## config.mk

```make
export PLATFORM = sky130hd
export DESIGN_NAME = seg7_scan_driver
export DESIGN_NICKNAME = d
export VERILOG_FILES = /design/src/rtl/seg7_pkg.sv /design/src/rtl/hex_to_seg7.sv /design/src/rtl/seg7_scan_driver.sv
export SDC_FILE = /design/constraint.sdc
export NUM_CORES = 1
export LEC_CHECK = 0
export CORE_ASPECT_RATIO = 0.75
export CORE_MARGIN = 3
export CORE_UTILIZATION = 30
export DETAILED_ROUTE_END_ITERATION = 10
export SLEW_MARGIN = 20
export SYNTH_ARGS = -nofsm -noshare
export SYNTH_HDL_FRONTEND = slang
export SYNTH_SLANG_ARGS = --single-unit
```

## constraint.sdc

```tcl
create_clock -name clk_50MHz -period 3.34 [get_ports clk_50MHz]
set_clock_uncertainty 0.1 [all_clocks]
set_input_delay 0.501 -clock clk_50MHz [delete_from_list [all_inputs] [get_ports clk_50MHz]]
set_output_delay 0.501 -clock clk_50MHz [all_outputs]
set_load 0.02 [all_outputs]
```

## src/rtl/seg7_pkg.sv

```systemverilog
// ---------------------------------------------------------------------------
// seg7_pkg
// Shared definitions for the eight-digit multiplexed seven-segment driver:
//   - NUM_DIGITS / LAST_DIGIT : scan length and the wrap index
//   - SEG7_OFF               : all-off pattern for active-low outputs
//   - digit_idx_t            : 3-bit digit index type
//   - scan_state_t           : BLANK / SHOW scan states
//   - HEX_SEG_TABLE          : hex nibble -> active-low segments g..a
// ---------------------------------------------------------------------------
package seg7_pkg;

  localparam int NUM_DIGITS = 8;

  localparam logic [7:0] SEG7_OFF = 8'hFF;

  typedef logic [2:0] digit_idx_t;

  localparam digit_idx_t LAST_DIGIT = digit_idx_t'(NUM_DIGITS - 1);

  typedef enum logic {
    ST_BLANK,
    ST_SHOW
  } scan_state_t;

  // Bit 0 is segment a, bit 6 is segment g; a 0 lights the segment.
  localparam logic [6:0] HEX_SEG_TABLE [16] = '{
    7'h40, 7'h79, 7'h24, 7'h30,
    7'h19, 7'h12, 7'h02, 7'h78,
    7'h00, 7'h10, 7'h08, 7'h03,
    7'h46, 7'h21, 7'h06, 7'h0E
  };

endpackage

```

## src/rtl/hex_to_seg7.sv

```systemverilog
// ---------------------------------------------------------------------------
// hex_to_seg7
// Combinational hex digit to seven-segment decoder, active-low, dp excluded.
// Ports:
//   hex    in  4  nibble to display (0..F)
//   seg_n  out 7  segment drive, seg_n[0]=a .. seg_n[6]=g, 0 = lit
// ---------------------------------------------------------------------------
module hex_to_seg7
  import seg7_pkg::*;
(
  input  logic [3:0] hex,
  output logic [6:0] seg_n
);

  assign seg_n = HEX_SEG_TABLE[hex];

endmodule

```

## src/rtl/seg7_scan_driver.sv

```systemverilog
// ---------------------------------------------------------------------------
// seg7_scan_driver
// Eight-digit multiplexed seven-segment driver for common-anode displays.
// The divider's scan clock is sampled as data, synchronised into clk_50MHz
// and each rising edge advances one digit. Every digit change is preceded by
// an all-off blank window of BLANK_CYCLES clocks to stop ghosting, and the
// displayed data is latched once per frame when the scan wraps to digit 0.
//
// Parameters:
//   BLANK_CYCLES  blank window length in clk_50MHz cycles, 0..2499
//
// Ports:
//   clk_50MHz   in   1  system clock
//   rst_n       in   1  asynchronous reset, active-low
//   scan_clk    in   1  10 kHz scan clock, asynchronous, treated as data
//   disp_data   in  32  eight hex nibbles, nibble i shown on digit i
//   dp_in       in   8  decimal point per digit, 1 = lit
//   disp_en     in   1  1 = display on, 0 = outputs held off
//   digit_sel   out  8  active-low digit enables, bit i = digit i
//   seg         out  8  active-low segments, seg[0]=a .. seg[6]=g, seg[7]=dp
//   frame_done  out  1  one-cycle pulse when digit 0 starts a new frame
//
// Build option:
//   SEG7_LEADING_ZERO_BLANK_EN  when defined, digits 1..7 whose nibble and
//                               all higher nibbles are zero show no segments
//                               (the decimal point is still driven).
// ---------------------------------------------------------------------------
module seg7_scan_driver
  import seg7_pkg::*;
#(
  parameter int BLANK_CYCLES = 50
) (
  input  logic        clk_50MHz,
  input  logic        rst_n,
  input  logic        scan_clk,
  input  logic [31:0] disp_data,
  input  logic [7:0]  dp_in,
  input  logic        disp_en,
  output logic [7:0]  digit_sel,
  output logic [7:0]  seg,
  output logic        frame_done
);

  localparam int              CNT_W      = 12;
  localparam logic [CNT_W-1:0] BLANK_LOAD = CNT_W'(BLANK_CYCLES);

  logic scan_sync1;
  logic scan_sync2;
  logic scan_edge_q;
  logic scan_tick;

  scan_state_t       state;
  scan_state_t       state_nxt;
  logic [CNT_W-1:0]  blank_cnt;
  logic [CNT_W-1:0]  blank_cnt_nxt;
  digit_idx_t        digit_idx;
  digit_idx_t        idx_nxt;
  logic [31:0]       shadow_data;
  logic [31:0]       shadow_data_nxt;
  logic [7:0]        shadow_dp;
  logic [7:0]        shadow_dp_nxt;
  logic              wrap;

  logic [3:0]        show_nibble;
  logic [6:0]        dec_seg;
  logic [6:0]        show_seg_low;

  // Two-flop synchroniser on the scan clock, then an edge register. The
  // tick itself is registered so it is a clean one-cycle pulse arriving
  // three clocks after the scan clock rises.
  always_ff @(posedge clk_50MHz or negedge rst_n) begin
    if (!rst_n) begin
      scan_sync1  <= 1'b0;
      scan_sync2  <= 1'b0;
      scan_edge_q <= 1'b0;
      scan_tick   <= 1'b0;
    end else begin
      scan_sync1  <= scan_clk;
      scan_sync2  <= scan_sync1;
      scan_edge_q <= scan_sync2;
      scan_tick   <= scan_sync2 & ~scan_edge_q;
    end
  end

  // Scan state register: FSM state, blank counter, current digit and the
  // per-frame shadow copy of the display data. Reset parks the index on the
  // last digit so the first tick wraps to digit 0 and latches a frame.
  always_ff @(posedge clk_50MHz or negedge rst_n) begin
    if (!rst_n) begin
      state       <= ST_BLANK;
      blank_cnt   <= '0;
      digit_idx   <= LAST_DIGIT;
      shadow_data <= '0;
      shadow_dp   <= '0;
    end else begin
      state       <= state_nxt;
      blank_cnt   <= blank_cnt_nxt;
      digit_idx   <= idx_nxt;
      shadow_data <= shadow_data_nxt;
      shadow_dp   <= shadow_dp_nxt;
    end
  end

  // Next-state logic. A tick always wins and restarts the blank window with
  // the new digit. BLANK leaves on the cycle its counter steps from 1 to 0,
  // so the all-off window lasts exactly BLANK_CYCLES clocks. A counter that
  // is already 0 in BLANK only happens after reset and keeps the display
  // dark until the first tick.
  always_comb begin
    state_nxt       = state;
    blank_cnt_nxt   = blank_cnt;
    idx_nxt         = digit_idx;
    shadow_data_nxt = shadow_data;
    shadow_dp_nxt   = shadow_dp;
    wrap            = 1'b0;

    if (scan_tick) begin
      wrap          = (digit_idx == LAST_DIGIT);
      blank_cnt_nxt = BLANK_LOAD;
      state_nxt     = (BLANK_CYCLES == 0) ? ST_SHOW : ST_BLANK;
      if (wrap) begin
        idx_nxt         = '0;
        shadow_data_nxt = disp_data;
        shadow_dp_nxt   = dp_in;
      end else begin
        idx_nxt = digit_idx + 3'd1;
      end
    end else begin
      case (state)
        ST_BLANK: begin
          if (blank_cnt != '0) begin
            blank_cnt_nxt = blank_cnt - 1'b1;
            if (blank_cnt == CNT_W'(1)) begin
              state_nxt = ST_SHOW;
            end
          end
        end
        ST_SHOW: begin
          state_nxt = ST_SHOW;
        end
        default: begin
          state_nxt = ST_BLANK;
        end
      endcase
    end
  end

  // The output stage is registered, so decode is done on the next-state
  // index and shadow data to keep the outputs aligned with the state.
  assign show_nibble = shadow_data_nxt[{idx_nxt, 2'b00} +: 4];

  hex_to_seg7 u_hex_to_seg7 (
    .hex   (show_nibble),
    .seg_n (dec_seg)
  );

`ifdef SEG7_LEADING_ZERO_BLANK_EN
  logic upper_zero;

  assign upper_zero   = (idx_nxt != '0) &&
                        ((shadow_data_nxt >> {idx_nxt, 2'b00}) == 32'h0);
  assign show_seg_low = upper_zero ? 7'h7F : dec_seg;
`else
  assign show_seg_low = dec_seg;
`endif

  // Registered outputs. disp_en only gates this stage, so scanning, frame
  // latching and frame_done keep running while the display is dark.
  always_ff @(posedge clk_50MHz or negedge rst_n) begin
    if (!rst_n) begin
      digit_sel  <= SEG7_OFF;
      seg        <= SEG7_OFF;
      frame_done <= 1'b0;
    end else begin
      frame_done <= wrap;
      if ((state_nxt == ST_SHOW) && disp_en) begin
        digit_sel <= ~(8'h01 << idx_nxt);
        seg       <= {~shadow_dp_nxt[idx_nxt], show_seg_low};
      end else begin
        digit_sel <= SEG7_OFF;
        seg       <= SEG7_OFF;
      end
    end
  end

endmodule

```

Word level (Yosys, flattened, before mapping)

Memory sizes are Yosys's and may differ from the RTL's.
Cells that the tools add are included.

Memories kept: 1
Input port bits: 44
Logic and storage cells: 52
ROM bits: 112
Output and inout port bits: 17
Flip-flop bits (word level): 77
Latch bits: 0
Bits in writable memories: 0

Memories:

| memory           | words | width | read ports | clocked after memory_dff | write ports | line              | source |
|---|---|---|---|---|---|---|---|
| (name not given) | 16    | 7     | 1          | 0                        | 0           | hex_to_seg7.sv:15 | `assign seg_n = HEX_SEG_TABLE[hex];` |

Shift-type cells: 2
Div/mod/pow operators: 0
Multiply operators: 0
Equal/unequal tests: 3
$lt $le $gt $ge: 2
Add/sub/neg operators: 2
Reduce and logical (&&, ||, !) cells: 4
Multiplexer cells: 20
Bitwise logic cells: 6

Operators with widths:

| kind                                                                  | count |
|---|---|
| 32-bit 2-to-1 mux                                                     | 2 |
| 12-bit 2-to-1 mux                                                     | 3 |
| 8-bit 2-to-1 mux                                                      | 4 |
| 32-bit by 6-bit variable part select with 4-bit output                | 1 |
| 7-bit 2-to-1 mux                                                      | 2 |
| 12-bit by 1-bit == test with 1-bit output (second input constant)     | 1 |
| 12-bit nonzero test                                                   | 1 |
| 12-bit by 1-bit subtractor with 12-bit output (second input constant) | 1 |
| 8-bit NOT                                                             | 1 |
| 1-bit by 3-bit << shifter with 8-bit output (first input constant)    | 1 |
| 3-bit 2-to-1 mux                                                      | 2 |
| 5-bit greater-or-equal comparator (second input constant)             | 1 |
| 1-bit 2-to-1 mux                                                      | 5 |
| 4-bit NOT with 5-bit output                                           | 1 |
| 3-bit by 4-bit < comparator with 1-bit output (second input constant) | 1 |
| 3-bit by 1-bit adder with 3-bit output (second input constant)        | 1 |
| 1-bit binary-select mux with 3-bit select                             | 1 |
| 3-bit == test (second input constant)                                 | 1 |
| 1-bit NOT                                                             | 3 |
| 2-bit != test (second input constant)                                 | 1 |
| 1-bit case mux with 2 select lines                                    | 1 |
| 2-bit AND reduction                                                   | 1 |
| 2-bit nonzero test                                                    | 1 |
| 1-bit AND                                                             | 1 |
| 1-bit logical AND                                                     | 1 |

Depth between registers and ports, before layout

Gate-level depths: netlist (run 1).

Depth in word-level cells: 9
Gate-level depth with buffers: 16
Mapped depth without buffers: 13

By module

A second synthesis (run 1) with hierarchy kept.

Cells, all modules: 292
Area total of the unflattened synthesis: 3707.3 um^2

Modules (own cells, without submodules):

| module           | seq. area each (um^2) | area each (um^2) | times used | cells an instance |
|---|---|---|---|---|
| seg7_scan_driver | 1950.6                | 3459.6           | 1          | 257 |
| hex_to_seg7      | 0.0                   | 247.7            | 1          | 35 |

Worst setup path before layout (run 1)

OpenSTA, ideal clock, no wires.

Path kind: register to register
From: reg digit_idx[1]
To: reg seg[3]
Library setup time: 89 ps
Stages on the path, launching flop included: 17
Arrival: 2850 ps
Data required time: 3151 ps
Period minus slack after synthesis: 3040 ps
Buffers on the path: 4
Slack: 300 ps
Cells stage by stage: dfstp_2 -> ha_1 -> ha_1 -> buf_4 -> nand2_8 -> inv_4 -> buf_6 -> buf_2 -> buf_2 -> nand3_1 -> o211ai_1 -> a22o_1 -> inv_1 -> ha_1 -> and2_1 -> a2111oi_2 -> a31oi_1

Word-level cells in the longest chain between the ends: 9
Elaborated cells on any way between the ends: 12
Classes of those cells: 1 x add/sub; 1 x eq/ne; 1 x shift; 7 x mux; 1 x bitwise; 1 x memory

RTL lines:

| element                                                                        | line                                             | source |
|---|---|---|
| from (decl)                                                                    | seg7_scan_driver.sv:56                           | `digit_idx_t digit_idx;` |
| from (signal assigned)                                                         | seg7_scan_driver.sv:98                           | `digit_idx <= idx_nxt;` |
| 3-bit by 1-bit adder with 3-bit output / 3-bit == test (equally long branches) | seg7_scan_driver.sv:126, seg7_scan_driver.sv:118 |  |
| 3-bit 2-to-1 mux / 32-bit 2-to-1 mux (equally long branches)                   | seg7_scan_driver.sv:121                          | `if (wrap) begin` |
| 3-bit 2-to-1 mux / 32-bit 2-to-1 mux (equally long branches)                   | seg7_scan_driver.sv:117                          | `if (scan_tick) begin` |
| 32-bit by 6-bit variable part select with 4-bit output (*)                     | seg7_scan_driver.sv:150                          | `assign show_nibble = shadow_data_nxt[{idx_nxt, 2'b00} +: 4];` |
| 4-bit NOT with 5-bit output (not written as such) (*)                          | hex_to_seg7.sv:15                                |  |
| memory 16 x 7 bit (*)                                                          | --                                               |  |
| 7-bit 2-to-1 mux (not written as such) (*) (2 in a row)                        | hex_to_seg7.sv:15                                |  |
| 8-bit 2-to-1 mux (*)                                                           | seg7_scan_driver.sv:176                          | `if ((state_nxt == ST_SHOW) && disp_en) begin` |
| to (signal assigned)                                                           | seg7_scan_driver.sv:178                          | `seg <= {~shadow_dp_nxt[idx_nxt], show_seg_low};` |
| to (decl)                                                                      | seg7_scan_driver.sv:40                           | `output logic [7:0] seg,` |

Every way passes the cells marked *; elsewhere a longest branch is shown, timed or not. The select of a mux whose other input is x is not followed.
A chain may end at the register's enable or synchronous reset.

Worst setup path after layout (run 1)

From: reg digit_idx[1]
To: reg seg[3]

Word-level cells in the longest chain between the ends: 9
Elaborated cells on any way between the ends: 12
Classes of those cells: 1 x add/sub; 1 x eq/ne; 1 x shift; 7 x mux; 1 x bitwise; 1 x memory

RTL lines:

| element                                                | line                    | source |
|---|---|---|
| 3-bit == test                                          | seg7_scan_driver.sv:118 | `wrap = (digit_idx == LAST_DIGIT);` |
| 3-bit 2-to-1 mux                                       | seg7_scan_driver.sv:121 |  |
| 3-bit 2-to-1 mux                                       | seg7_scan_driver.sv:117 |  |
| via idx_nxt[0]                                         | seg7_scan_driver.sv:57  | `digit_idx_t idx_nxt;` |
| 32-bit by 6-bit variable part select with 4-bit output | seg7_scan_driver.sv:150 |  |
| 4-bit NOT with 5-bit output (not written as such)      | hex_to_seg7.sv:15       |  |
| memory 16 x 7 bit                                      | --                      |  |
| 7-bit 2-to-1 mux (not written as such) (2 in a row)    | hex_to_seg7.sv:15       |  |
| 8-bit 2-to-1 mux                                       | seg7_scan_driver.sv:176 |  |

The timed path passes the listed nets, and every way through them passes these cells. The select of a mux whose other input is x is not followed.

==> results of run 1 <==
worst max-delay path by stage:
stage                       startpoint  slack [ps]     end
final                     digit_idx[1]         120  seg[3]
after global routing      digit_idx[1]          20  seg[3]
after CTS                 digit_idx[1]          20  seg[3]
after detailed placement  digit_idx[1]         -10  seg[3]
after global placement    digit_idx[1]          70  seg[3]
after floorplan           digit_idx[1]         300  seg[3]
layer usage:
| metal | wire length (microns) | vias up |
|---|---|---|
| met5 | 0 | - |
| met4 | 52 | 0 |
| met3 | 518 | 5 |
| met2 | 3927 | 86 |
| met1 | 4945 | 1429 |
| li1 | - | 1427 |
kinds of logic after synthesis:
kind of cell / count (synthesis) / share of synthesized area
mux: 32 / 0.1028
buf+inv: 35 / 0.04966
fa+ha+maj: 12 / 0.03820
xor+xnor: 9 / 0.02006
compound gates: 67 / 0.1369
simple gates: 128 / 0.1560
flops: 77 / 0.4963
sequential cells by signal (all words and copies together), names as in the netlist:
name / flops
digit_idx: 3
shadow_data: 32
scan_tick: 1
blank_cnt: 12
scan_edge_q: 1
seg: 8
shadow_dp: 8
frame_done: 1
scan_sync2: 1
digit_sel: 8
scan_sync1: 1
state: 1
placed cells by master (no fill, tap or decap), types with 4 or more instances in the layout:
cell	instances
nand2_1	67
mux2_2	15
buf_4	21
o21ai_0	10
nor2_1	17
a21oi_1	6
nor3_1	9
mux2i_1	7
mux2_4	7
dfstp_2	19
o22ai_1	5
dfrtp_1	58
clkinv_2	5
clkdlybuf4s50_1	59
nand3_1	6
xnor2_1	7
nand2b_1	4
ha_1	9
clkbuf_16	9
a31oi_1	5
inv_1	15
through the flow:
| stage | std cells | total power [uW] | area, sq um | setup WS (ps) |
|---|---|---|---|---|
| 6_report | 606 | 4231 | 5095 | 124.5 |
| 5_1_grt | 606 | 4519 | 5095 | 15.92 |
| 4_1_cts | 604 | 4151 | 5035 | 18.29 |
| 3_5_place_dp | 588 | 3191 | 4750 | -12.56 |
| 3_3_place_gp | 588 | 3141 | 4750 | 72.31 |
| 2_1_floorplan | 360 | 2725 | 3930 | 300.4 |
final cells by class:
cell class              instances  area, sq um  area share
well taps                     166        207.7     0.04077
clock inverters                 6        55.05     0.01081
repair buffers                 80        748.2      0.1469
inverters                      19        78.83     0.01547
clock buffers                  10        229.0     0.04494
multi-input cells             248         1826      0.3583
flip-flops and latches         77         1951      0.3829
timing repair:
item                                    in CTS  in global routing
hold buffers                                 0                  0
buffers inserted                             0                  2
endpoints found under the setup margin       1                  3
pin swaps                                    0                  1
gates resized for setup                      1                 10
where the power goes:
| group | total [uW] | internal, uW | switching [uW] | leakage (uW) |
|---|---|---|---|---|
| sequential | 1380 | 1240 | 142 | 0.000896 |
| combinational | 1910 | 852 | 1060 | 0.00114 |
| clock | 939 | 571 | 368 | 0.000146 |
| total | 4230 | 2660 | 1570 | 0.00218 |
critical path, delay by kind of cell (launching register included):
family / cells / cell delay, ps
simple gates: 3 / 380
buf+inv: 2 / 200
fa+ha+maj: 3 / 710
flops: 1 / 600
compound gates: 4 / 800
mux: 1 / 320
==> impl_results.md, run 1 <==
- Status: complete, no violations
- Warning count from the yosys run: 0
- Drt drc: 0
- GPL Wtd Cong: 0.8743
- Slew Viols, Final: 0
- Count leader, synth: nand2_1
- Clk sink count: 77
- Ratio of cells with drive above 1 in the final layout: 0.2364
- Met1 track demand over resource: 0.2044
- Critical Path End Type: register
- Syn avg cell area: 10.92 sq um
- Reg2Reg Depth: 13
- # nets final: 491
- Met3 usage: 0.04803
- Critical path class: reg2reg
- Count of cell types in the netlist: 70
- Chip Width: 138.2 microns
- H-tree Lvls: 3
- PD cells: 830.5 nW/um^2
- # fillers: 1214
- Lkg Pwr: 0.002182 uW
- Synthesized Nets: 416
- Synth cell count leaders: nand2_1, dfrtp_1, dfstp_2, nor2_1
- Max Clock Freq: 311.0 MHz
- Cell Rows: 35
- M2 GR Usage: 0.1786
- Final Util: 0.4068
- R2R Setup Slk: 120 ps
- Cell taking the most area after synthesis: dfrtp_1
- Max stage delay on crit path: 600 ps
- GRT Total Usage: 0.1343
- Unrepaired setup endpoints after global routing: no
- Post-synthesis async set-or-reset flop share: 1.000
- Crit path arrival time: 3360 ps
- Post-synth EDFFs: 0
- Total Wirelength: 9.444 mm
- Post-synth top area share: 0.3693
- Remaining global-route overflow: 0
- Hpwl dp: 7.000 mm
- Largest net degree at the start of global routing: 78
- Hold WC Path Type: in2async
- Post-layout min period: 3215 ps
- Root Buffer: clkbuf_16
- Die Span Y: 105.1 microns
- Number of global-route vias before repair: 2920
- Peak supply drop: 0.3273 mV
- Clk slew on worst S/H paths: 60 ps
- Initial antenna violation count: 0
- CP Launch Type: register
- CTS Buf Count: 9
- Main synth FF type: dfrtp_1
- Critical-path maximum fanout: 7
- Slew Limit Headroom: 0.3610
- Least-Margin Pin Slew: 958.5 ps
- Syn Inst Count: 360
- Diode count: 0
- Core area: 12520 sq um
- # IOs: 61
- Worst flop-to-flop path startpoint: digit_idx[1]
- Setup Viol. Count Final: 0
- Worst-path cell chain: ha_2 -> ha_2 -> nor3b_2 -> nor2_1 -> inv_1 -> mux2_1 -> o211ai_1 -> a22o_2 -> inv_1 -> ha_1 -> and2_1 -> a2111oi_2 -> a31oi_1
- First-pass GRT wire length: 15.59 mm
- TritonRoute pass-1 iters: 4
- Via count: 2947
- Final cycle utilization of the critical path: 0.9627
- Initial core utilization: 0.3138
- Setup TNS: 0 ps
- Area growth syn-to-layout: 29.64%
- Yosys reg bits: 77
- Die ar.: 14520 sq um
- Post-DRT Antenna Nets: 0
- Clk_lat worst skew: 340 ps
- Longest Clk Path Bufs: 2
- Routed len/inst: 15.58 microns
- Required @ worst endpoint: 3480 ps
- Synthesized area: 3930 sq um
- Hold WS: 209.8 ps
- Register area share after synthesis: 0.4963
- TritonCTS clock tree: yes
- Initial DRC Count: 215
- CP max stage cell: dfstp_2
- IO buf count: 60
- Max-cap violations: 0
- Routed vias/inst: 4.863
- Crit Reg-Reg Endpoint: seg[3]
- Synth area leaders: dfrtp_1, dfstp_2, nand2_1
- Grt peak-use layer: met1
- Final hold viol count: 0
Power figures use the tool's default switching activity.
==> run 2, diff against run 1 <==
--- a/config.mk
+++ b/config.mk
@@ -7,8 +7,9 @@
 export LEC_CHECK = 0
 export CORE_ASPECT_RATIO = 0.75
 export CORE_MARGIN = 3
-export CORE_UTILIZATION = 30
+export CORE_UTILIZATION = 54
 export DETAILED_ROUTE_END_ITERATION = 10
+export PLACE_DENSITY = 0.8
 export SLEW_MARGIN = 20
 export SYNTH_ARGS = -nofsm -noshare
 export SYNTH_HDL_FRONTEND = slang
==> run 2 against run 1 <==
Compared with the run above:
- fmax down 0.29%
- combinational power about the same
- setup slack worse by 9.4 ps
- worst hold slack lost 140 ps
- global-route usage increased by 9.6 points
- clock power is 24% lower
- final cell count decreased by 11%
- wire length decreased by 3.4%
- critical path type unchanged
- clock-buffer cell count fell by 1
- critical endpoint unchanged
- critical path depth is 2 lower
==> impl_results.md, run 2 (synthesized netlist as in run 1, its figures left out) <==
- Area of the multi-input gates: 1804 sq um (-1.2%)
- Crit path arrival time: 3400 ps (+40 ps)
- Remaining global-route overflow: 0 (unchanged)
- Slew Viols, Final: 0 (unchanged)
- Setup TNS: 0 ps (unchanged)
- TritonRoute pass-1 iters: 5 (+1)
- Required @ worst endpoint: 3520 ps (+40 ps)
- Die ar.: 8348 sq um (-43%)
- Total Wirelength: 9.121 mm (-3.4%)
- CP max stage cell: dfstp_2
- IO buf count: 60 (unchanged)
- CP Launch Type: register
- Least-Margin Pin Slew: 457.5 ps (-501.0 ps)
- Diode count: 0 (unchanged)
- Slew Limit Headroom: 0.6907 (+0.3297)
- First-pass GRT wire length: 14.92 mm (-4.3%)
- Critical-path maximum fanout: 7 (unchanged)
- Biggest regs: shadow_data (32), blank_cnt (12)
- Internal power: 2409 uW (-9.4%)
- Core area: 6929 sq um (-45%)
- Worst-path cell chain: ha_1 -> nor4b_2 -> or2_1 -> a221o_1 -> o22ai_2 -> nor2_4 -> inv_1 -> ha_1 -> and2_1 -> a2111oi_2 -> a31oi_1
- Switch Pwr: 1586 uW (+0.83%)
- Net Sw Frac: 0.3970 (+0.02520)
- Critical path class: reg2reg
- Critical Path Most Common Cell: ha_1
- Commonest non-fill, non-tap cells in the layout: nand2_1, clkdlybuf4s50_1, dfrtp_1
- Via count: 3055 (+3.7%)
- Post-cts resize count: 0 (-1)
- Clk_lat worst skew: 360 ps (+20 ps)
- Max-cap violations: 0 (unchanged)
- GPL Wtd Cong: 0.9232 (+5.6%)
- Final hold viol count: 0 (unchanged)
- Setup WS post-layout: 115.1 ps (-9.428 ps)
- Peak supply drop: 0.4060 mV (+24%)
- Routed vias/inst: 5.678 (+17%)
- Status: complete, no violations
- Root Buffer: clkbuf_8
- Share of power burned in combinational logic: 0.475 (+0.022)
- Area growth syn-to-layout: 24.99%
- Initial DRC Count: 234 (+8.8%)
- Post-CTS Setup Inserts: 0 (unchanged)
- Crit Reg-Reg Endpoint: seg[3]
- Clk sink count: 77 (unchanged)
- Lkg Pwr: 0.002128 uW (-2.5%)
- Drt drc: 0 (unchanged)
- Post-place setup slack: 107.8 ps (+120.3 ps)
- Final cycle utilization of the critical path: 0.9655 (+0.002823)
- Flop pwr share: 0.346 (+0.021)
- GRT Total Usage: 0.2299 (+0.09567)
- Unrepaired setup endpoints after global routing: no
- TritonCTS clock tree: yes
- Hpwl dp: 6.694 mm (-4.4%)
- Setup Viol. Count Final: 0 (unchanged)
- Max stage delay on crit path: 600 ps (about the same)
- Reg2Reg Depth: 11 (-2)
- Chip Width: 104.5 microns (-24%)
- Number of global-route vias before repair: 2936 (+0.55%)
- Ratio of cells with drive above 1 in the final layout: 0.2341 (-0.002273)
- Most common cell after layout, fill and taps aside: nand2_1
- Longest Clk Path Bufs: 2 (unchanged)
- Initial core utilization: 0.5672 (+0.2534)
- Post-DRT Antenna Nets: 0 (unchanged)
- Critical Path End Type: register
- Largest net degree at the start of global routing: 78 (unchanged)
- Worst flop-to-flop path startpoint: digit_idx[1]
- # IOs: 61 (unchanged)
- Register area: 1951 sq um (unchanged)
- # nets final: 491 (unchanged)
- Clk slew on worst S/H paths: 80 ps (+20 ps)
- PD cells: 813.4 nW/um^2 (-2.1%)
- Cts-stage hold buffer count: 0 (unchanged)
- # fillers: 508 (-58%)
- Initial antenna violation count: 0 (unchanged)
- Clock share of power: 0.178 (-0.044)
- R2R Setup Slk: 120 ps (about the same)
- Post-layout min period: 3225 ps (+9.428 ps)
- CTS Buf Count: 9 (unchanged)
- Biggest register: shadow_data
- Cell Rows: 26 (-26%)
- Routed len/inst: 16.95 microns (+8.8%)
- H-tree Lvls: 3 (unchanged)
- Max Clock Freq: 310.1 MHz (-0.29%)
- Hold WC Path Type: in2async
- Die Span Y: 79.88 microns (-24%)
- Max FFs per register: 32 (unchanged)
==> run 2: area by class of cell <==
cell class | instances | area share
multi-input cells | 248 | 0.3673
clock inverters | 7 | 0.01503
flip-flops and latches | 77 | 0.3971
repair buffers | 80 | 0.1544
clock buffers | 9 | 0.02522
inverters | 19 | 0.01605
well taps | 98 | 0.02496
==> run 2: worst max-delay path by stage <==
| stage | start | end | slack (ps) | cells past startpoint |
|---|---|---|---|---|
| finish | digit_idx[1] | seg[3] | 120 | 11 |
| global route | digit_idx[1] | seg[3] | 10 | 13 |
| CTS | digit_idx[1] | seg[3] | 80 | 13 |
| detailed placement | digit_idx[1] | seg[3] | 110 | 13 |
| global placement | digit_idx[1] | seg[4] | 180 | 12 |
| floorplan | digit_idx[1] | seg[3] | 300 | 16 |
==> run 2: per-layer routing <==
layer  global-route usage  part of all wire  routed length (microns)
met1               0.3214              0.46                     4179
met2               0.3589              0.47                     4263
met3              0.05416             0.058                      531
met4              0.06906             0.016                      148
met5                    0                 0                        0
==> run 2: through the flow <==
step,cell area [sq um],power (uW),utilization,cells,hold WS (ps)
2_1_floorplan,3930,2725,-,360,105.4
3_3_place_gp,4690,3158,0.6768,522,232.5
3_5_place_dp,4690,3227,0.6768,522,251.7
4_1_cts,4887,3949,0.7053,538,76.02
5_1_grt,4912,4241,0.7089,538,94.79
6_report,4912,3995,0.7089,538,71.42
==> run 2: power groups by stage <==
stage / sequential (uW) / clock [uW] / combinational [uW]
after floorplan: 1350 / 0 / 1380
after global placement: 1380 / 0 / 1780
after detailed placement: 1390 / 0 / 1840
after CTS: 1380 / 722 / 1850
after global routing: 1410 / 762 / 2070
final: 1380 / 713 / 1900
==> run 2: worst max-delay path, delay by kind of cell, from the launching register on <==
family,cells,cell delay [ps]
flip-flops,1,600
AO/OA/AOI/OAI,4,720
adder cells (fa/ha/maj),2,490
buffers and inverters,1,120
AND/OR/NAND/NOR,4,1120
==> run 3, diff against run 2 <==
--- a/config.mk
+++ b/config.mk
@@ -9,6 +9,7 @@
 export CORE_MARGIN = 3
 export CORE_UTILIZATION = 54
 export DETAILED_ROUTE_END_ITERATION = 10
+export GPL_TIMING_DRIVEN = 0
 export PLACE_DENSITY = 0.8
 export SLEW_MARGIN = 20
 export SYNTH_ARGS = -nofsm -noshare
==> run 3 against run 2 <==
Compared with the run above:
- flip-flop and latch count is the same
- first-iteration DRC count shrank 11%
- critical path depth grew 3
- non-clock buffer count is the same
- sequential power is essentially flat
- sequential share of layout area shrank 0.46 points
- wire length shrank 3.6%
- power grew 1.5%
- utilization grew 0.83 points
- global-route usage shrank 0.94 points
==> impl_results.md, run 3 (synthesized netlist as in run 1, its figures left out) <==
- Critical path class: reg2reg
- Routed len/inst: 16.34 microns (-3.6%)
- Biggest regs: shadow_data (32), blank_cnt (12)
- Hold WC Path Type: in2async
- Max FFs per register: 32 (unchanged)
- Longest Clk Path Bufs: 2 (unchanged)
- Post-layout min period: 3245 ps (+19.67 ps)
- Critical Path Most Common Cell: ha_1
- Max stage delay on crit path: 390 ps (-210 ps)
- Cts-stage hold buffer count: 0 (unchanged)
- Critical path endpoint: seg[3]
- Least-Margin Pin Slew: 497.5 ps (+39.97 ps)
- Initial antenna violation count: 0 (unchanged)
- # fillers: 524 (+3.1%)
- Root Buffer: clkbuf_8
- GRT Total Usage: 0.2205 (-0.009406)
- CP max stage cell: dfstp_2
- Kind of cell adding the most delay to the critical path: compound AO/OA/AOI/OAI gates
- Peak supply drop: 0.5619 mV (+38%)
- Clk_lat worst skew: 360 ps (about the same)
- Lkg Pwr: 0.002143 uW (+0.73%)
- Core area: 6929 sq um (unchanged)
- R2R Setup Slk: 100 ps (-20 ps)
- Via count: 3013 (-1.4%)
- Initial core utilization: 0.5672 (unchanged)
- Slew Viols, Final: 0 (unchanged)
- H-tree Lvls: 3 (unchanged)
- TritonRoute pass-1 iters: 4 (-1)
- Biggest register: shadow_data
- Crit Reg-Reg Endpoint: seg[3]
- Ratio of cells with drive above 1 in the final layout: 0.2295 (-0.004545)
- # nets final: 491 (unchanged)
- Cell Rows: 26 (unchanged)
- Largest net degree at the start of global routing: 41 (-47%)
- # IOs: 61 (unchanged)
- Final hold viol count: 0 (unchanged)
- Drt drc: 0 (unchanged)
- GPL Wtd Cong: 0.8716 (-5.6%)
- CP startpoint: digit_idx[0]
- Diode count: 0 (unchanged)
- Hpwl dp: 6.325 mm (-5.5%)
- Max Clock Freq: 308.2 MHz (-0.61%)
- Final Util: 0.7172 (+0.008306)
- Die Span Y: 79.88 microns (unchanged)
- CP Launch Type: register
- Post-place setup slack: -309.4 ps (-417.2 ps)
- Hold WS: 5.564 ps (-65.85 ps)
- Setup Viol. Count Final: 0 (unchanged)
- Routed vias/inst: 5.600 (-1.4%)
- Cell depth of the worst setup path: 14 (+3)
- Clk slew on worst S/H paths: 80 ps (about the same)
- Most common cell after layout, fill and taps aside: nand2_1
- Final cycle utilization of the critical path: 0.9714 (+0.005888)
- Chip Width: 104.5 microns (unchanged)
- Worst flop-to-flop path startpoint: digit_idx[0]
- Setup TNS: 0 ps (unchanged)
- First-pass GRT wire length: 14.56 mm (-2.4%)
- Die ar.: 8348 sq um (unchanged)
- Area growth syn-to-layout: 26.46%
- Crit path arrival time: 3420 ps (+20 ps)
- Status: complete, no violations
- Max-cap violations: 0 (unchanged)
- Reg2Reg Depth: 14 (+3)
- Commonest non-fill, non-tap cells in the layout: nand2_1, clkdlybuf4s50_1, dfrtp_1
- Slew Limit Headroom: 0.6683 (-0.02235)
- IO buf count: 60 (unchanged)
- Number of global-route vias before repair: 3053 (+4.0%)
- CTS Buf Count: 9 (unchanged)
- Total Wirelength: 8.793 mm (-3.6%)
- Setup WS post-layout: 95.44 ps (-19.67 ps)
- Post-DRT Antenna Nets: 0 (unchanged)
- TritonCTS clock tree: yes
- Critical-path maximum fanout: 9 (+2)
- Required @ worst endpoint: 3520 ps (about the same)
- Design Power: 4056 uW (+1.5%)
- Worst-path cell chain: ha_1 -> ha_1 -> buf_6 -> nor3b_4 -> nor2_2 -> inv_1 -> mux2_2 -> o211ai_1 -> a22o_2 -> inv_1 -> ha_1 -> and2_1 -> a2111oi_4 -> a31oi_1
- Critical Path End Type: register
- Buf+Inv Stages, Crit Path: 3 (+2)
- Remaining global-route overflow: 0 (unchanged)
- Clk sink count: 77 (unchanged)
- PD cells: 816.0 nW/um^2 (+0.33%)
- Initial DRC Count: 208 (-11%)
## run 3: cell types whose count changed in the layout (fill, tap and decap cells not counted), moves of 2 or more
cell        previous run  this run
buf_4                 19         7
buf_6                  0         6
clkbuf_1               0         3
clkinvlp_4             4         1
a22oi_1                2         0
a22oi_2                0         2
clkinv_4               0         2
ha_1                  10        12
ha_2                   2         0
## run 3: final cells by class
cell class,count,area [sq um],share of cell area
plain buffers,15,131.4,0.02644
clock buffers,11,141.4,0.02845
clock inverters,5,60.06,0.01208
inverters,19,73.82,0.01485
multi-input cells,248,1842,0.3706
flip-flops and latches,77,1951,0.3925
well taps,98,122.6,0.02467
repair buffers,65,648.1,0.1304
## run 3: metrics by stage
stage	std cells	cell area, sq um
2_1_floorplan	360	3930
3_3_place_gp	518	4653
3_5_place_dp	519	4671
4_1_cts	535	4881
5_1_grt	538	4970
6_report	538	4970
## run 3: repair_timing
item | in CTS | in global routing
pin swaps | 1 | 1
buffers inserted | 1 | 3
gates resized for setup | 2 | 13
setup endpoints to repair | 7 | 4
## run 3: how the worst min path moves through the flow
stage                           endpoint        from  slack [ps]
after floorplan             blank_cnt[0]       rst_n         110
after global placement        scan_sync2  scan_sync1         230
after detailed placement      scan_sync2  scan_sync1         250
after CTS                 shadow_data[6]       rst_n          10
after global routing      shadow_data[7]       rst_n          30
final                     shadow_data[7]       rst_n           6
## run 3: where the power goes
group          switching (uW)  total [uW]  internal (uW)
logic                    1110        1970            857
registers                 133        1360           1230
clock network             357         724            367
## run 3: routing by layer
metal  routed length [microns]  GRT usage  share of wire
met1                      4144     0.2969           0.47
met2                      4011     0.3441           0.46
met3                       491    0.06386          0.056
met4                       146    0.07437          0.017
met5                         0          0              0
==> RTL edit 1 (flow settings as in run 1) <==
Remove the register `frame_done`: a continuous assignment takes its place, so the output `frame_done` follows one clock earlier. Comments in the files are not updated.
--- a/src/rtl/seg7_scan_driver.sv
+++ b/src/rtl/seg7_scan_driver.sv
@@ -170,9 +170,7 @@
     if (!rst_n) begin
       digit_sel  <= SEG7_OFF;
       seg        <= SEG7_OFF;
-      frame_done <= 1'b0;
     end else begin
-      frame_done <= wrap;
       if ((state_nxt == ST_SHOW) && disp_en) begin
         digit_sel <= ~(8'h01 << idx_nxt);
         seg       <= {~shadow_dp_nxt[idx_nxt], show_seg_low};
@@ -183,5 +181,7 @@
     end
   end
 
+  assign frame_done = wrap;
+
 endmodule
 
Formal check against the unedited RTL: not equivalent (Yosys sat finds a counterexample within 4 cycles, from zero or initial values and one cycle with rst_n low).
==> RTL edit 1 against run 1 <==
  * Global-route usage is 0.18 points higher
  * Routed wire length down 2.0%
  * Sequential cell count shrank 1
  * Power is essentially flat
  * Synthesized cell count down 0.28%
  * Core utilization increased by 0.15 points
  * Cell area about the same
  * Area after synthesis is 0.64% lower
  * Count of clock-buffer cells in the layout up 1
  * Setup slack improved by 84 ps
  * Largest cell class unchanged
==> RTL edit 1: results (changes against run 1) <==
min Tclk post-route 3130 ps (-84.2 ps); met3 Resource Use GR 4.09% (-0.71 points); transition time of the tightest slew-check pin 672 ps (-286 ps); first-pass GRT wire length 15600 um (-0.27%); pre-CTS setup slack -19.4 ps (-6.88 ps); DP Wirelength 7030 um (+0.41%); CP max stage delay 620 ps (+20 ps); # diodes 0 (unchanged); dpl cells 587 (-0.17%); met2 WL 3810 um (-3.0%); Layout Nets 488 (-0.61%); Initial DRC Count 216 (+0.47%); number of global-route vias before repair 2995 (+2.6%); Synth area leaders dfrtp_1, dfstp_2, nand2_1, mux2_2, ha_1; Leak 2.16 nW (-0.93%); DP Area 4720 um2 (-0.58%); met1 usage 21.7% (+1.2 points); largest net degree at the start of global routing 32 (-59%); routed metal-1 wirelength 4810 um (-2.8%); Mapped Nets 415 (-0.24%); clock slew seen by the registers of the worst setup and hold paths 60 ps (about the same); flop2flop setup slack 210 ps (+80 ps); Yosys warnings 0 (unchanged); met3 wire length 570 um (+10%); met2 Use GR 18.1% (+0.24 points); number of fill cells 1219 (+0.41%); Layout Cells excl Fill 603 (-0.50%); Seq/Total Area, Yosys 49.3% (-0.32 points); GPL Wtd Cong 0.848 (-3.1%); Commonest cells post-synth nand2_1, dfrtp_1, dfstp_2; routed via count 2917 (-1.0%); worst hold path type primary input to async pin; fraction of layout cells with a size suffix above 1 23.6% (-0.067 points); mean area per synthesized cell 10.9 um2 (-0.36%); switch share 37.1% (-0.089 points); crit-path max FO 23 (+16); Worst-Skew Late Latency 330 ps; gr usage total 13.6% (+0.18 points); CTS HTree Levels 3 (unchanged); outcome complete, no violations; critical path arrival 3290 ps (-70 ps); routed length per instance 15.3 um (-1.5%); VDD IR max 0.000431 V (+32%); GR Overflow Total 0 (unchanged)
[RTL edit 1: layout make-up]
class	count	area, um2	share of cell area, %
clock buffer	11	243	4.76
clock inverter	5	51.3	1.01
inverter	19	78.8	1.55
multi-input combinational	248	1860	36.5
sequential	76	1930	37.8
tap	166	208	4.08
timing repair buffer	78	731	14.3
[RTL edit 1: timing repair]
action / CTS / global route
setup endpoints to repair: 3 / 5
buffers inserted: 0 / 0
resized for setup: 4 / 12
hold endpoints to repair: 0 / 0
gates cloned: 0 / 0
[RTL edit 1: final timing paths]
path	to	cells past startpoint
min	shadow_data[20]$_DFF_PN0_	1
max reg2reg	seg[3]$_DFF_PN1_	13
min in group clk_50MHz	scan_sync2$_DFF_PN0_	0
max	seg[3]$_DFF_PN1_	13
min reg2reg	scan_sync2$_DFF_PN0_	0
max in group asynchronous	digit_idx[2]$_DFF_PN1_	2
[RTL edit 1: cell families after synthesis]
kind of cell / after synthesis / synth area share, %
mux: 32 / 10.3
simple gates: 128 / 15.7
flops: 76 / 49.3
compound gates: 67 / 13.8
buf+inv: 35 / 5.00
xor+xnor: 9 / 2.02
fa+ha+maj: 12 / 3.84
[RTL edit 1: through the flow]
step	util, %	hold slack (ps)	power [mW]	setup TNS [ps]
after floorplan	-	105	2.71	0
after global placement	37.8	235	3.13	0
after detailed placement	37.8	237	3.16	-19.7
after CTS	40.4	122	4.17	0
after global routing	40.8	149	4.54	0
final	40.8	104	4.23	0
[RTL edit 1: power by group through the flow]
stage               sequential (mW)  combinational, mW  clock [mW]
floorplan                      1.33               1.38           0
global placement               1.37               1.76           0
detailed placement             1.37               1.79           0
CTS                            1.36               1.84       0.977
global route                   1.40               2.12        1.02
finish                         1.37               1.91       0.955
==> RTL edit 2 (settings of run 1) <==
Without the edit above. The option `SEG7_LEADING_ZERO_BLANK_EN` is turned on by a define.
--- a/src/rtl/seg7_scan_driver.sv
+++ b/src/rtl/seg7_scan_driver.sv
@@ -25,6 +25,8 @@
 //                               all higher nibbles are zero show no segments
 //                               (the decimal point is still driven).
 // ---------------------------------------------------------------------------
+`define SEG7_LEADING_ZERO_BLANK_EN
+
 module seg7_scan_driver
   import seg7_pkg::*;
 #(
Check against the original RTL: no difference found for any inputs over 10 cycles, from zero or initial values and one cycle with rst_n low; that may be too few to reach the edited logic, so the function may still have changed.
==> RTL edit 2 against run 1 <==
  * Cell area is 10% higher
  * Via count is 17% higher
  * Count of clock-buffer cells in the layout is 1 lower
  * Sequential cell count stayed put
  * Non-clock buffer count is 14 higher
  * Area after synthesis is 6.3% higher
  * Power is 18% higher
  * Maximum frequency is 0.24% higher
  * Routed wire length is 27% higher
  * Setup slack better by 7.5 ps
  * Clock power is 3.3% higher
  * Sequential power is 4% higher
  * Synthesized cell count is 8.3% higher
==> RTL edit 2: results (changes against run 1) <==
outcome complete, no violations; nonclk inv count 22 (+3); routed length per instance 18.4 um (+18%); DP Area 5180 um2 (+9.1%); Mapped Nets 444 (+6.7%); fraction of layout cells with a size suffix above 1 26.3% (+2.7 points); port bufs 60 (unchanged); number of fill cells 1229 (+1.2%); synthesis-to-layout area growth 34.4%; mean area per synthesized cell 10.7 um2 (-1.9%); Layout Nets 532 (+8.4%); Seq/Total Area, Yosys 46.7% (-2.9 points); clock network area share 5.19% (-0.38 points); critical path arrival 3370 ps (about the same); buffer share of cell area 15.3% (+0.57 points); Synth area leaders dfrtp_1, dfstp_2, mux2_2, mux2i_1, ha_1; WHS 71.7 ps (-138 ps); Initial DRC Count 245 (+14%); dpl cells 634 (+7.8%); clock slew seen by the registers of the worst setup and hold paths about 70 ps; pre-CTS setup slack -41.6 ps (-29.1 ps); area taken by multi-input logic gates 2200 um2 (+20%); routed via count 3460 (+17%); CP max stage delay 560 ps (-40 ps); first-pass GRT wire length 18800 um (+21%); number of library cell types mapped by synthesis 69 (-1.4%); Crit path max-delay family compound AO/OA/AOI/OAI gates; GPL Wtd Cong 0.901 (+3.1%); VDD IR max 0.000364 V (+11%); clock buf count 9 (-1); FF+latch area 1950 um2 (about the same); Tot Pwr 5.00 mW (+18%); cell-internal power 2.93 mW (+10%); Seq pwr share 28.5% (-4.0 points); gr usage total 15.6% (+2.2 points); min Tclk post-route 3210 ps (-7.54 ps); Leak 2.39 nW (+9.6%); multi-input gates 274 (+10%); Commonest cells post-synth dfrtp_1, nand2_1, nor2_1; nonclk buf count 94 (+18%); Layout Cells excl Fill 654 (+7.9%)
==> RTL edit 2: worst register-to-register path, stage by stage (launching register included) <==
cell and delay [ps]:
dfstp_2 560, ha_4 150, ha_4 160, nand2_8 110, clkinv_8 100, mux2_1 350
a221o_1 410, o221ai_2 200, ha_2 220, o211ai_1 90, a221oi_2 250, o2111ai_4 260
o2111ai_2 160
==> RTL edit 2: logic make-up after synthesis <==
logic type	synth area share (%)
multiplexers	11.4
AND/OR/NAND/NOR	15.9
flip-flops	46.7
buffers and inverters	4.22
XOR/XNOR	2.10
adder cells (fa/ha/maj)	2.99
AO/OA/AOI/OAI	16.7
==> RTL edit 2: what timing repair did <==
action	in CTS	in global routing
gates cloned	0	2
pin swaps	0	4
resized for setup	2	18
endpoints found under the setup margin	7	7
buffers inserted	0	2
==> RTL edit 2: path summary, 6_finish.rpt <==
path	from	endpoint	cells after the start
min	rst_n	scan_edge_q$_DFF_PN0_	1
max reg2reg	digit_idx[0]$_DFF_PN1_	seg[4]$_DFF_PN1_	12
min in group clk_50MHz	scan_sync1$_DFF_PN0_	scan_sync2$_DFF_PN0_	0
max	digit_idx[0]$_DFF_PN1_	seg[4]$_DFF_PN1_	12
min reg2reg	scan_sync1$_DFF_PN0_	scan_sync2$_DFF_PN0_	0
max in group asynchronous	rst_n	shadow_data[20]$_DFF_PN0_	1
==> RTL edit 2: per-layer routing <==
layer / GRT usage [%] / vias to the layer above / share of wire (%)
met5: 0 / - / 0
met3: 3.93 / 16 / 7.2
met1: 23.9 / 1695 / 49
met4: 3.70 / 0 / 1.4
met2: 21.8 / 109 / 42
li1: - / 1640 / -
